[src/rtl/mul_div_unit_if.sv]
// Execute-stage handshake and HI/LO bus between the pipeline and mul_div_unit.
// The pipeline side drives requests and MTHI/MTLO writes; the unit returns status and HI/LO.
interface mul_div_unit_if #(
    parameter int WIDTH = 32
);
    logic             start;
    logic [1:0]       op;
    logic             flush;
    logic [WIDTH-1:0] a;
    logic [WIDTH-1:0] b;
    logic             hi_we;
    logic             lo_we;
    logic [WIDTH-1:0] wdata;
    logic             stall;
    logic             busy;
    logic             done;
    logic [WIDTH-1:0] hi;
    logic [WIDTH-1:0] lo;

    modport master (
        output start, op, flush, a, b, hi_we, lo_we, wdata,
        input  stall, busy, done, hi, lo
    );

    modport slave (
        input  start, op, flush, a, b, hi_we, lo_we, wdata,
        output stall, busy, done, hi, lo
    );
endinterface

[src/rtl/mul_div_unit.sv]
// Iterative multiply/divide unit with HI/LO registers: one shift-add or restoring
// subtract step per cycle on operand magnitudes, sign fix-up on the commit edge.
module mul_div_unit #(
    parameter int WIDTH = 32,
    parameter int CNT_W = 6
) (
    input  logic          clk_i,
    input  logic          rst_ni,
    mul_div_unit_if.slave bus
);
    localparam int W2 = 2 * WIDTH;

    typedef enum logic [1:0] {
        S_IDLE,
        S_BUSY,
        S_DONE
    } state_e;

    state_e           state_q, state_d;
    logic [CNT_W-1:0] cnt_q, cnt_d;
    logic [W2-1:0]    acc_q, acc_d;
    logic [WIDTH-1:0] opb_q, opb_d;
    logic [WIDTH-1:0] hi_q, hi_d;
    logic [WIDTH-1:0] lo_q, lo_d;
    logic             is_div_q, is_div_d;
    logic             neg_q, neg_d;
    logic             rneg_q, rneg_d;

    logic             a_neg, b_neg;
    logic [WIDTH-1:0] a_mag, b_mag;
    logic [WIDTH:0]   mul_sum;
    logic [WIDTH+1:0] div_trial;
    logic             div_ok;
    logic [W2-1:0]    step_next;
    logic [W2-1:0]    prod_fix;
    logic [WIDTH-1:0] quo_fix, rem_fix;

    always_comb begin
        a_neg = ~bus.op[0] & bus.a[WIDTH-1];
        b_neg = ~bus.op[0] & bus.b[WIDTH-1];
        a_mag = a_neg ? -bus.a : bus.a;
        b_mag = b_neg ? -bus.b : bus.b;

        // acc holds {partial product, multiplier} or {remainder, dividend/quotient}
        mul_sum   = {1'b0, acc_q[W2-1:WIDTH]} + {1'b0, (acc_q[0] ? opb_q : '0)};
        div_trial = {1'b0, acc_q[W2-1:WIDTH], acc_q[WIDTH-1]} - {2'b00, opb_q};
        div_ok    = ~div_trial[WIDTH+1];
        if (is_div_q) begin
            step_next = {(div_ok ? div_trial[WIDTH-1:0] : acc_q[W2-2:WIDTH-1]),
                         acc_q[WIDTH-2:0], div_ok};
        end else begin
            step_next = {mul_sum, acc_q[WIDTH-1:1]};
        end

        prod_fix = neg_q ? -acc_q : acc_q;
        quo_fix  = neg_q ? -acc_q[WIDTH-1:0] : acc_q[WIDTH-1:0];
        rem_fix  = rneg_q ? -acc_q[W2-1:WIDTH] : acc_q[W2-1:WIDTH];
    end

    always_comb begin
        state_d  = state_q;
        cnt_d    = cnt_q;
        acc_d    = acc_q;
        opb_d    = opb_q;
        is_div_d = is_div_q;
        neg_d    = neg_q;
        rneg_d   = rneg_q;
        hi_d     = bus.hi_we ? bus.wdata : hi_q;
        lo_d     = bus.lo_we ? bus.wdata : lo_q;

        unique case (state_q)
            S_IDLE: begin
                if (bus.start && !bus.flush) begin
                    state_d  = S_BUSY;
                    cnt_d    = '0;
                    acc_d    = {{WIDTH{1'b0}}, a_mag};
                    opb_d    = b_mag;
                    is_div_d = bus.op[1];
                    neg_d    = a_neg ^ b_neg;
                    rneg_d   = a_neg;
                end
            end
            S_BUSY: begin
                if (bus.flush) begin
                    state_d = S_IDLE;
                end else if (cnt_q == CNT_W'(WIDTH)) begin
                    state_d = S_DONE;
                    if (is_div_q) begin
                        hi_d = rem_fix;
                        lo_d = quo_fix;
                    end else begin
                        hi_d = prod_fix[W2-1:WIDTH];
                        lo_d = prod_fix[WIDTH-1:0];
                    end
                end else begin
                    acc_d = step_next;
                    cnt_d = cnt_q + 1'b1;
                end
            end
            S_DONE:  state_d = S_IDLE;
            default: state_d = S_IDLE;
        endcase
    end

    always_ff @(posedge clk_i or negedge rst_ni) begin
        if (!rst_ni) begin
            state_q  <= S_IDLE;
            cnt_q    <= '0;
            acc_q    <= '0;
            opb_q    <= '0;
            hi_q     <= '0;
            lo_q     <= '0;
            is_div_q <= 1'b0;
            neg_q    <= 1'b0;
            rneg_q   <= 1'b0;
        end else begin
            state_q  <= state_d;
            cnt_q    <= cnt_d;
            acc_q    <= acc_d;
            opb_q    <= opb_d;
            hi_q     <= hi_d;
            lo_q     <= lo_d;
            is_div_q <= is_div_d;
            neg_q    <= neg_d;
            rneg_q   <= rneg_d;
        end
    end

    assign bus.busy  = (state_q == S_BUSY);
    assign bus.done  = (state_q == S_DONE);
    assign bus.stall = bus.busy | (bus.start & ~bus.done);
    assign bus.hi    = hi_q;
    assign bus.lo    = lo_q;
endmodule
[src/flat_wrapper.sv]
// flat-port wrapper written by rule: the top's interface ports become plain ports
module mul_div_unit_flat 
#(
    parameter int WIDTH = 32,
    parameter int CNT_W = 6
)
  (clk_i, rst_ni, bus_start, bus_op, bus_flush, bus_a, bus_b, bus_hi_we, bus_lo_we, bus_wdata, bus_stall, bus_busy, bus_done, bus_hi, bus_lo);
  mul_div_unit_if #(.WIDTH(WIDTH)) bus_i ();
  input  logic clk_i;
  input  logic rst_ni;
  input wire logic [$bits(bus_i.start)-1:0] bus_start;
  input wire logic [$bits(bus_i.op)-1:0] bus_op;
  input wire logic [$bits(bus_i.flush)-1:0] bus_flush;
  input wire logic [$bits(bus_i.a)-1:0] bus_a;
  input wire logic [$bits(bus_i.b)-1:0] bus_b;
  input wire logic [$bits(bus_i.hi_we)-1:0] bus_hi_we;
  input wire logic [$bits(bus_i.lo_we)-1:0] bus_lo_we;
  input wire logic [$bits(bus_i.wdata)-1:0] bus_wdata;
  output wire logic [$bits(bus_i.stall)-1:0] bus_stall;
  output wire logic [$bits(bus_i.busy)-1:0] bus_busy;
  output wire logic [$bits(bus_i.done)-1:0] bus_done;
  output wire logic [$bits(bus_i.hi)-1:0] bus_hi;
  output wire logic [$bits(bus_i.lo)-1:0] bus_lo;
  assign bus_i.start = bus_start;
  assign bus_i.op = bus_op;
  assign bus_i.flush = bus_flush;
  assign bus_i.a = bus_a;
  assign bus_i.b = bus_b;
  assign bus_i.hi_we = bus_hi_we;
  assign bus_i.lo_we = bus_lo_we;
  assign bus_i.wdata = bus_wdata;
  assign bus_stall = bus_i.stall;
  assign bus_busy = bus_i.busy;
  assign bus_done = bus_i.done;
  assign bus_hi = bus_i.hi;
  assign bus_lo = bus_i.lo;
  mul_div_unit #(.WIDTH(WIDTH), .CNT_W(CNT_W)) u_core (.clk_i(clk_i), .rst_ni(rst_ni), .bus(bus_i));
endmodule
[config.mk]
export PLATFORM = sky130hd
export DESIGN_NAME = mul_div_unit_flat
export DESIGN_NICKNAME = d
export VERILOG_FILES = /design/src/rtl/mul_div_unit_if.sv /design/src/rtl/mul_div_unit.sv /design/src/flat_wrapper.sv
export SDC_FILE = /design/constraint.sdc
export NUM_CORES = 1
export LEC_CHECK = 0
export BUFFER_PORTS_ARGS = -buffer_cell sky130_fd_sc_hd__buf_2
export CORE_UTILIZATION = 65
export DETAILED_ROUTE_END_ITERATION = 10
export PLACE_DENSITY = 0.88
export SLEW_MARGIN = 20
export SYNTH_ARGS = -nofsm -noshare
export SYNTH_HDL_FRONTEND = slang
export SYNTH_SLANG_ARGS = --single-unit
[constraint.sdc]
create_clock -name clk_i -period 5.8 [get_ports clk_i]
set_input_delay 1.74 -clock clk_i [delete_from_list [all_inputs] [get_ports clk_i]]
set_output_delay 1.74 -clock clk_i [all_outputs]
set_load 0.02 [all_outputs]
Word level (Yosys, flattened, before mapping)

Index checks and enable logic that the tools add are counted.

$add $sub $neg: 8
Equality and inequality tests: 7
Multiplexer cells: 30
Bitwise logic cells: 8
Reductions and logical operators: 7

Operator list:

| operator                                                         | number |
|---|---|
| 32-bit 2-to-1 mux                                                | 16 |
| 64-bit 2-to-1 mux                                                | 5 |
| 32-bit negator                                                   | 4 |
| 64-bit one-hot mux with 2 select lines                           | 1 |
| 64-bit negator                                                   | 1 |
| 33-bit by 32-bit subtractor with 34-bit output                   | 1 |
| 32-bit by 32-bit adder with 33-bit output                        | 1 |
| 6-bit 2-to-1 mux                                                 | 3 |
| 6-bit one-hot mux with 2 select lines                            | 1 |
| 6-bit by 1-bit adder with 6-bit output (second input constant)   | 1 |
| 6-bit == test (second input constant)                            | 1 |
| 2-bit 2-to-1 mux                                                 | 3 |
| 2-bit != test (second input constant)                            | 2 |
| 2-bit one-hot mux with 2 select lines                            | 1 |
| 2-bit AND reduction                                              | 2 |
| 4-bit AND reduction                                              | 1 |
| 1-bit AND                                                        | 3 |
| 3-bit != test (second input constant)                            | 1 |
| 1-bit NOT                                                        | 3 |
| 2-bit by 1-bit == test with 1-bit output (second input constant) | 1 |
| 2-bit == test (second input constant)                            | 1 |
| 2-bit zero test                                                  | 1 |
| 2-bit by 1-bit != test with 1-bit output (second input constant) | 1 |
| 2-bit nonzero test                                               | 1 |
| 4 further kinds                                                  | 4 |

Register bits after elaboration: 171
Output and inout bits: 67

Logic depth before layout (Yosys ltp)

Gate-level depths: netlist of the first run.

Word-level depth: 6
Gate-level depth with buffers: 14
Gate-level depth less buffers: 13

Worst setup path after synthesis of the first run

OpenSTA, ideal clock, no wires.

Kind: input -> register
Start: input bus_a[7]
End: register u_core.acc_q[30]
Library setup time: 0.076 ns
Arrival: 4.116 ns
Setup slack: 1.607 ns
Cell stages on the path: 9
Path buffers: 0
Cells stage by stage: or3_4 > or4_4 > or3_4 > or3_4 > or3_4 > o41ai_4 > xnor2_1 > o21ai_2 > o21ai_1

Word-level cells in the longest chain between the ends: 4

Ends and longest elaborated chain:

| item                                   | RTL line            | RTL |
|---|---|---|
| from (decl)                            | flat_wrapper.sv:14  | `input wire logic [$bits(bus_i.a)-1:0] bus_a;` |
| 32-bit negator                         | mul_div_unit.sv:41  | `a_mag = a_neg ? -bus.a : bus.a;` |
| 32-bit 2-to-1 mux                      | mul_div_unit.sv:41  |  |
| 64-bit 2-to-1 mux                      | mul_div_unit.sv:73  | `if (bus.start && !bus.flush) begin` |
| 64-bit one-hot mux with 2 select lines | mul_div_unit.sv:71  | `unique case (state_q)` |
| to (signal assigned)                   | mul_div_unit.sv:109 | `acc_q <= '0;` |
| to (signal assigned)                   | mul_div_unit.sv:119 | `acc_q <= acc_d;` |
| to (decl)                              | mul_div_unit.sv:21  | `logic [W2-1:0] acc_q, acc_d;` |

Every way passes these cells. The select of a mux whose other input is x is not followed.
A chain may end at the register's enable or synchronous reset.

Final worst setup path of the first run

Start: register u_core.acc_q[0]
End: register u_core.hi_q[2], in the netlist u_core.bus.hi[2]

Word-level cells in the longest chain between the ends: 6

Ends and longest elaborated chain:

| item                 | RTL line            | RTL |
|---|---|---|
| 64-bit negator       | mul_div_unit.sv:55  | `prod_fix = neg_q ? -acc_q : acc_q;` |
| 64-bit 2-to-1 mux    | mul_div_unit.sv:55  |  |
| 32-bit 2-to-1 mux    | mul_div_unit.sv:88  | `if (is_div_q) begin` |
| 32-bit 2-to-1 mux    | mul_div_unit.sv:86  | `end else if (cnt_q == CNT_W'(WIDTH)) begin` |
| 32-bit 2-to-1 mux    | mul_div_unit.sv:84  | `if (bus.flush) begin` |
| 32-bit 2-to-1 mux    | mul_div_unit.sv:71  |  |
| via u_core.hi_d[2]   | mul_div_unit.sv:23  | `logic [WIDTH-1:0] hi_q, hi_d;` |
| to (signal assigned) | mul_div_unit.sv:121 | `hi_q <= hi_d;` |
| to (decl)            | mul_div_unit.sv:23  |  |

The timed path passes the listed nets, and every way through them passes these cells.

==> out/metrics.yaml, run 1 <==
die:
  start_util_pct: 66.50
  dieHeight_um: 151.7
  io_pins: 171
  die_area_um2: 23000
  rows: 54
  core_area_um2: 21890
  die_w_um: 151.7
timing:
  tns_ns: 0
  period_needed_ns: 4.254
  rsz0062_at_grt: "no"
  finalSetupViolations: 0
  hold_viol: 0
  fin_skew_ns: 0.01406
  whs_ns: 0.4796
  period_share_pct: 73.34
  slew_headroom_pct: 24.70
  worst_pin_slew_ns: 1.130
  final_max_slew_viol_count: 0
  fmax_mhz: 235.1
detailed_routing:
  drc: 0
  vias: 14670
  routed_wl_um: 44980
  avgRoutedWirePerCell_um: 20.04
  drt_iter0_drc: 1450
  ant_nets: 0
  first_pass_iters: 6
  via_per_inst: 6.536
cells_and_area:
  final_nets: 2127
  regArea_um2: 4280
  utilization_pct: 73.57
  drive_above_1_share_pct: 12.47
  design_area_um2: 16110
  area_delta_synth_final_pct: 10.64
  num_antenna_cells: 0
  fillers: 1700
  multi_input_comb_area_um2: 9627
setup_path:
  worst_ep_required_time_ns: 6.08
  cp_slowest_stage_delay_ns: 0.80
  path_class: "register to register"
  cp_max_fo: 32
  critPathTopFamily: "simple AND/OR/NAND/NOR gates"
  critical_path_depth: 11
  path_buf_inv: 1
  cp-end-kind: "register"
  r2r_cells: 11
  arrival_ns: 4.53
  slowest_stage: "inv_1"
  crit_chain: "inv_1 -> ha_1 -> nand2b_1 -> nor4_1 -> nand4_1 -> nand2b_1 -> nand2_1 -> o21ai_0 -> xor2_1 -> nand2_1 -> o21ai_0"
  crit_path_start_kind: "register"
global_route:
  grt-ovfl-total: 0
  antenna_found_initial: 0
  grt_pass1_wl_um: 69990
  grt_max_degree: 81
  grt_pass1_vias: 13320
  grtUsageTotal_pct: 39.41
logic_synthesis:
  synth_area_per_cell_um2: 7.818
  syn_inst: 1862
  synth-compound-area-share_pct: 23.92
  synth_top_family_by_area: "compound AO/OA/AOI/OAI gates"
  synth-edff-count: 0
  synthSimpleGateAreaFrac_pct: 19.48
  yosys-mux-area-fraction_pct: 5.991
  synth.yosys.warnings: 0
  syn_area_um2: 14560
  synth-xor-area-share_pct: 10.29
  synthFlopType: "dfrtp_1"
  synthDistinctLibCells: 72
  ys_ff_latch: 171
  synth_seq_area_share_pct: 29.40
  ys_async_sr_fraction_pct: 100.0
  synth_fa_ha_area_share_pct: 6.292
  synth_nets: 2038
place:
  numPortBuffers: 170
  hpwl_um: 33540
  place_area_um2: 15480
  gp_congestion: 0.9817
pwr:
  p_leak_uw: 0.007235
  switching_share_pct: 49.78
  p_per_area_nw_per_um2: 452.6
  power.share.clock_pct: 17.2
  p_seq_share_pct: 27.5
  ir_worst_vdd_mv: 0.2419
  power.switching_uw: 3629
  p_int_uw: 3660
  power_frac_comb_pct: 55.3
clock_network:
  cts_sinks: 171
  h-tree-depth: 4
  cts_resized: 0
  cts_setup_buffers: 0
  cts_tree: "built"
  clk_pin_slew_ns: 0.08
  holdBufCountCts: 0
  cts_buffers: 17
  clock_latency_ns: 0.44
  cts_root_buffer: "clkbuf_16"
  clock_path_buffers: 2
min_path:
  worst_hold_path.num_cells: 2
  min_path_type: "register to register"
job:
  cap_viol_max_count: 0
outcome:
  status: "finished, final reports clean"
==> logic make-up (layout without fill, tap and decap cells) <==
| family | Yosys count | count (layout) |
|---|---|---|
| adder cells (fa/ha/maj) | 72 | 72 |
| AND/OR/NAND/NOR | 601 | 601 |
| XOR/XNOR | 171 | 171 |
| flip-flops | 171 | 171 |
| AO/OA/AOI/OAI | 581 | 581 |
| multiplexers | 87 | 87 |
| buffers and inverters | 179 | 281 |
==> power by group through the flow <==
stage	clock, uW	sequential (uW)	combinational, uW
4_1_cts	1250	1970	3920
5_1_grt	1290	2030	4430
3_5_place_dp	0	1990	3880
6_report	1250	2010	4030
3_3_place_gp	0	1970	3800
2_1_floorplan	0	1780	3020
==> tightest hold or removal path: stages, from the launching register on <==
cell and delay, ns:
dfrtp_1 0.34, nand2_1 0.05, o21ai_0 0.06
==> routing by layer <==
metal | GRT usage, % | part of all wire, % | wire length (um) | vias up
met2 | 61.68 | 45 | 20030 | 895
met1 | 53.96 | 42 | 18890 | 6811
met3 | 6.587 | 10 | 4572 | 116
li1 | - | - | - | 6844
met5 | 0 | 0 | 0 | -
met4 | 16.29 | 3.3 | 1477 | 0
==> synthesized netlist by cell type (5+ instances only) <==
cell	count	area [um^2]
inv_1	61	229.0
o21a_1	9	67.56
xnor2_1	105	919.6
nor2_1	125	469.2
nand3_1	32	160.2
o211ai_1	24	180.2
ha_1	70	875.8
a21o_1	28	210.2
or4_1	16	120.1
dfrtp_1	171	4279
and3_1	10	62.56
o21ai_0	246	1231
o22ai_1	5	31.28
nand2_1	255	957.2
o31ai_1	34	255.2
a21oi_1	129	645.6
nor4_1	18	112.6
a211oi_1	27	202.7
a22oi_1	10	75.07
nand4_1	12	75.07
clkbuf_1	100	375.4
o41ai_1	11	96.34
or2_2	6	37.54
nand2b_1	22	137.6
nor3b_1	6	45.04
nor2b_1	26	162.7
or3_1	23	143.9
nor3_1	26	130.1
mux2i_1	86	860.8
xor2_1	66	578.1
a31oi_1	15	93.84
buf_1	13	48.80
==> final timing paths <==
| check | start | end | slack, ns |
|---|---|---|---|
| max | u_core.acc_q[0] | u_core.bus.hi[2] | 1.55 |
| min | u_core.opb_q[24] | u_core.opb_q[24] | 0.48 |
| max reg2reg | u_core.acc_q[0] | u_core.bus.hi[2] | 1.55 |
| min reg2reg | u_core.opb_q[24] | u_core.opb_q[24] | 0.48 |
| max in group asynchronous | rst_ni | u_core.bus.hi[21] | 3.56 |
| min in group asynchronous | rst_ni | u_core.bus.lo[9] | 1.35 |
==> final cells by class <==
| type | instances | share of cell area (%) |
|---|---|---|
| Multi-Input combinational cell | 1512 | 59.77 |
| Sequential cell | 171 | 26.58 |
| Timing Repair Buffer | 185 | 6.099 |
| Clock buffer | 17 | 2.641 |
| Tap cell | 280 | 2.175 |
| Inverter | 64 | 1.499 |
| Clock inverter | 15 | 1.235 |
==> placed cells by master (no fill, tap or decap), drive strengths merged, types with 17 or more instances in the layout <==
cell,synthesis,final
nand2,255,255
o21ai,250,250
buf,15,185
dfrtp,171,171
a21oi,129,129
nor2,125,125
xnor2,105,105
mux2i,86,86
ha,70,70
inv,62,68
xor2,66,66
o31ai,34,34
nand3,32,32
a21o,28,28
nor3,28,28
a211oi,27,27
or3,27,27
nor2b,26,26
o211ai,24,24
nand2b,22,22
nor4,19,19
clkbuf,100,17
or4,17,17
==> registers in the layout, indices dropped and copies added, names as in the netlist <==
register	cells
u_core.acc_q	64
u_core.bus.hi	32
u_core.bus.lo	32
u_core.opb_q	32
u_core.cnt_q	6
u_core.state_q	2
u_core.is_div_q	1
u_core.neg_q	1
u_core.rneg_q	1
==> stage by stage <==
stage / setup WS, ns / total power (uW) / std cells
finish: 1.546 / 7289 / 2244
global route: 1.254 / 7759 / 2244
CTS: 1.672 / 7133 / 2244
detailed placement: 1.227 / 5864 / 2212
global placement: 1.319 / 5766 / 2212
floorplan: 1.607 / 4797 / 1862
No activity file was read; power rests on OpenSTA's default activity.
==> run 2, diff against run 1 <==
--- a/config.mk
+++ b/config.mk
@@ -5,10 +5,11 @@
 export SDC_FILE = /design/constraint.sdc
 export NUM_CORES = 1
 export LEC_CHECK = 0
+export ABC_AREA = 1
 export BUFFER_PORTS_ARGS = -buffer_cell sky130_fd_sc_hd__buf_2
-export CORE_UTILIZATION = 65
+export CORE_UTILIZATION = 62
 export DETAILED_ROUTE_END_ITERATION = 10
-export PLACE_DENSITY = 0.88
+export PLACE_DENSITY = 0.83
 export SLEW_MARGIN = 20
 export SYNTH_ARGS = -nofsm -noshare
 export SYNTH_HDL_FRONTEND = slang
==> constraint.sdc (replaced) <==
create_clock -name clk_i -period 4 [get_ports clk_i]
set_input_delay 1.2 -clock clk_i [delete_from_list [all_inputs] [get_ports clk_i]]
set_output_delay 1.2 -clock clk_i [all_outputs]
set_load 0.02 [all_outputs]
==> run 2 against run 1 <==
  * Largest cell class unchanged
  * Non-clock buffer count up 11
  * Sequential cell count is the same
  * Via count up 44%
  * Worst setup slack worse by 0.76 ns
  * Largest power group unchanged
  * Die area increased by 29%
  * Power is 72% higher
==> out/metrics.yaml, run 2 <==
timing:
  fin_skew_ns: 0.02092  # +0.006865 ns
  tns_ns: 0  # unchanged
  hold_viol: 0  # unchanged
  period_needed_ns: 3.217
  fin_ws_ns: 0.7830  # -0.7634 ns
  slew_headroom_pct: 30.38  # +5.7 points
  fmax_mhz: 310.9
  final_max_slew_viol_count: 0  # unchanged
  finalSetupViolations: 0  # unchanged
  worst_pin_slew_ns: 1.043  # -0.08641 ns
  rsz0062_at_grt: "no"
  period_share_pct: 80.42
setup_path:
  arrival_ns: 2.02  # -2.51 ns
  cp_slowest_stage_delay_ns: 0.46  # -0.34 ns
  cp-end-kind: "output port"
  crit_path_start_kind: "register"
  crit_chain: "inv_1 -> nand2_1 -> buf_4 -> inv_2 -> nor2_1 -> nor2_1 -> buf_2"
  worst_ep_required_time_ns: 2.80  # -3.28 ns
  critPathTopFamily: "buffers and inverters"
  path_buf_inv: 4  # +3
  r2r_slack_ns: 0.90  # -0.65 ns
  r2r-start: "u_core.acc_q[0]"
  r2r_cells: 13  # +2
  cp_max_fo: 35  # +9.4%
  path_class: "register to output port"
  cpMostUsedCell: "nor2_1"
  reg2reg_to: "u_core.acc_q[41]"
  slowest_stage: "inv_2"
logic_synthesis:
  synth_seq_area_share_pct: 23.86  # -5.5 points
  synth-edff-count: 0  # unchanged
  synth.yosys.warnings: 0  # unchanged
  synth_nets: 3285  # +61%
  synthSimpleGateAreaFrac_pct: 41.85  # +22 points
  synth.most_common_cell: "nand2_1"
  yosys-mux-area-fraction_pct: 0.1116  # -5.9 points
  synth_area_per_cell_um2: 5.767  # -26%
  syn_area_um2: 17930  # +23%
  ys_async_sr_fraction_pct: 100.0  # unchanged
  synth_top_area_cell: "dfrtp_1"
  synth_common_cells: "nand2_1 (1075), inv_1 (464), nor2_1 (299)"
  ys_ff_latch: 171  # unchanged
  synth-xor-area-share_pct: 3.615  # -6.7 points
  synth-compound-area-share_pct: 13.22  # -11 points
  synthFlopType: "dfrtp_1"
  synth.area.top_cells: "dfrtp_1 (24%), nand2_1 (23%), inv_1 (9.7%)"
  netlist.area_leader.share_pct: 23.86  # -5.5 points
  syn_inst: 3109  # +67%
  synthDistinctLibCells: 50  # -31%
  synth_fa_ha_area_share_pct: 5.108  # -1.2 points
  synth_top_family_by_area: "simple AND/OR/NAND/NOR gates"
clock_network:
  cts_setup_buffers: 0  # unchanged
  cts_root_buffer: "clkbuf_16"
  h-tree-depth: 4  # unchanged
  cts_sinks: 171  # unchanged
  clock_latency_ns: 0.45  # about the same
  cts_resized: 0  # unchanged
  clk_pin_slew_ns: 0.07  # about the same
  clock_path_buffers: 2  # unchanged
  cts_tree: "built"
  cts_buffers: 17  # unchanged
  holdBufCountCts: 0  # unchanged
min_path:
  holdCritStartpoint: "u_core.cnt_q[0]"
  min_path_type: "register to register"
  min_to: "u_core.cnt_q[0]"
  worst_hold_path.num_cells: 1  # -1
cells_and_area:
  drive_above_1_share_pct: 9.001  # -3.5 points
  num_antenna_cells: 0  # unchanged
  final_common_cell: "nand2_1"
  final_nets: 3407  # +60%
  fillers: 2615  # +54%
  largest_register_ffs: 64  # unchanged
  regMostFlops: "u_core.acc_q"
  final_cell_mix: "nand2_1 (1075), inv_1 (463), nor2_1 (298)"
  area_delta_synth_final_pct: 9.623
global_route:
  antenna_found_initial: 2  # +2
  grt-ovfl-total: 0  # unchanged
  grtUsageTotal_pct: 44.15  # +4.7 points
  grt_max_degree: 84  # +3.7%
  grt_pass1_vias: 18580  # +39%
  grt_pass1_wl_um: 99610  # +42%
place:
  gp_congestion: 1.104  # +12%
  hpwl_um: 51250  # +53%
  numPortBuffers: 170  # unchanged
  dp_slack_ns: 1.019  # -0.2079 ns
detailed_routing:
  drc: 0  # unchanged
  vias: 21170  # +44%
  routed_wl_um: 65800  # +46%
  first_pass_iters: 6  # unchanged
  ant_nets: 0  # unchanged
  via_per_inst: 5.844  # -11%
  drt_iter0_drc: 2986  # +110%
  avgRoutedWirePerCell_um: 18.17  # -9.4%
die:
  rows: 61  # +13%
  io_pins: 171  # unchanged
  die_area_um2: 29600  # +29%
  core_area_um2: 28090  # +28%
  die_w_um: 172.1  # +13%
  dieHeight_um: 172.1  # +13%
  start_util_pct: 63.84  # -2.7 points
pwr:
  p_per_area_nw_per_um2: 638.5  # +41%
  ir_worst_vdd_mv: 0.4185  # +73%
  p_leak_uw: 0.01110  # +53%
job:
  cap_viol_max_count: 0  # unchanged
outcome:
  status: "finished, final reports clean"
==> run 2: changes by cell type after synthesis, sizes merged, moves of 26 or more <==
cell,before,now
a21oi,129,159
nand4,12,45
nor2,125,315
or3,27,0
nand2,255,1084
nor2b,26,0
nand3,32,271
o31ai,34,6
o21ai,250,180
mux2i,86,2
xnor2,105,19
clkbuf,100,53
inv,62,473
==> run 2: layout make-up <==
class | count | area, um^2 | share of cell area (%)
inverter | 475 | 1783 | 9.071
timing repair buffer | 196 | 1065 | 5.417
sequential | 171 | 4280 | 21.78
tap | 378 | 473.0 | 2.406
multi-input combinational | 2370 | 11460 | 58.31
clock inverter | 14 | 155.1 | 0.7893
clock buffer | 18 | 439.2 | 2.234
==> run 2: where the power goes <==
| part | switching, uW | internal (uW) |
|---|---|---|
| clock network | 830 | 904 |
| registers | 853 | 2110 |
| logic | 5430 | 2420 |
| total | 7120 | 5440 |
==> run 2: routing by layer <==
| layer | track usage (%) | up-vias | routed length [um] |
|---|---|---|---|
| met5 | 0 | - | 23 |
| met4 | 16.97 | 4 | 2754 |
| met3 | 13.14 | 194 | 9772 |
| met2 | 62.92 | 1434 | 26300 |
| met1 | 62.14 | 9465 | 26950 |
| li1 | - | 10070 | - |
==> run 2: how the worst max path moves through the flow <==
stage                       endpoint  slack (ns)  cells past startpoint              start
floorplan                  bus_stall        1.15                      7  u_core.state_q[1]
global placement    u_core.acc_q[41]        1.14                     13    u_core.acc_q[0]
detailed placement  u_core.opb_q[24]        1.02                     12           bus_b[1]
CTS                        bus_stall        0.79                      7  u_core.state_q[1]
global route               bus_stall        0.66                      7  u_core.state_q[1]
finish                     bus_stall        0.78                      7  u_core.state_q[1]
==> run 2: cells by family after synthesis <==
kind of cell / count (synthesis)
mux: 2
compound gates: 427
flops: 171
fa+ha+maj: 72
xor+xnor: 74
simple gates: 1795
buf+inv: 568
==> run 2: metrics by stage <==
stage               hold slack (ns)  std cells  total power [uW]  instance area [um^2]  util [%]
floorplan                    0.4672       3109              8016                 17930         -
global placement             0.4852       3590             10210                 19060     67.87
detailed placement           0.5004       3590             10370                 19060     67.87
CTS                          0.5118       3622             12130                 19660     69.98
global route                 0.5457       3622             13290                 19660     69.98
finish                       0.5191       3622             12550                 19660     69.98
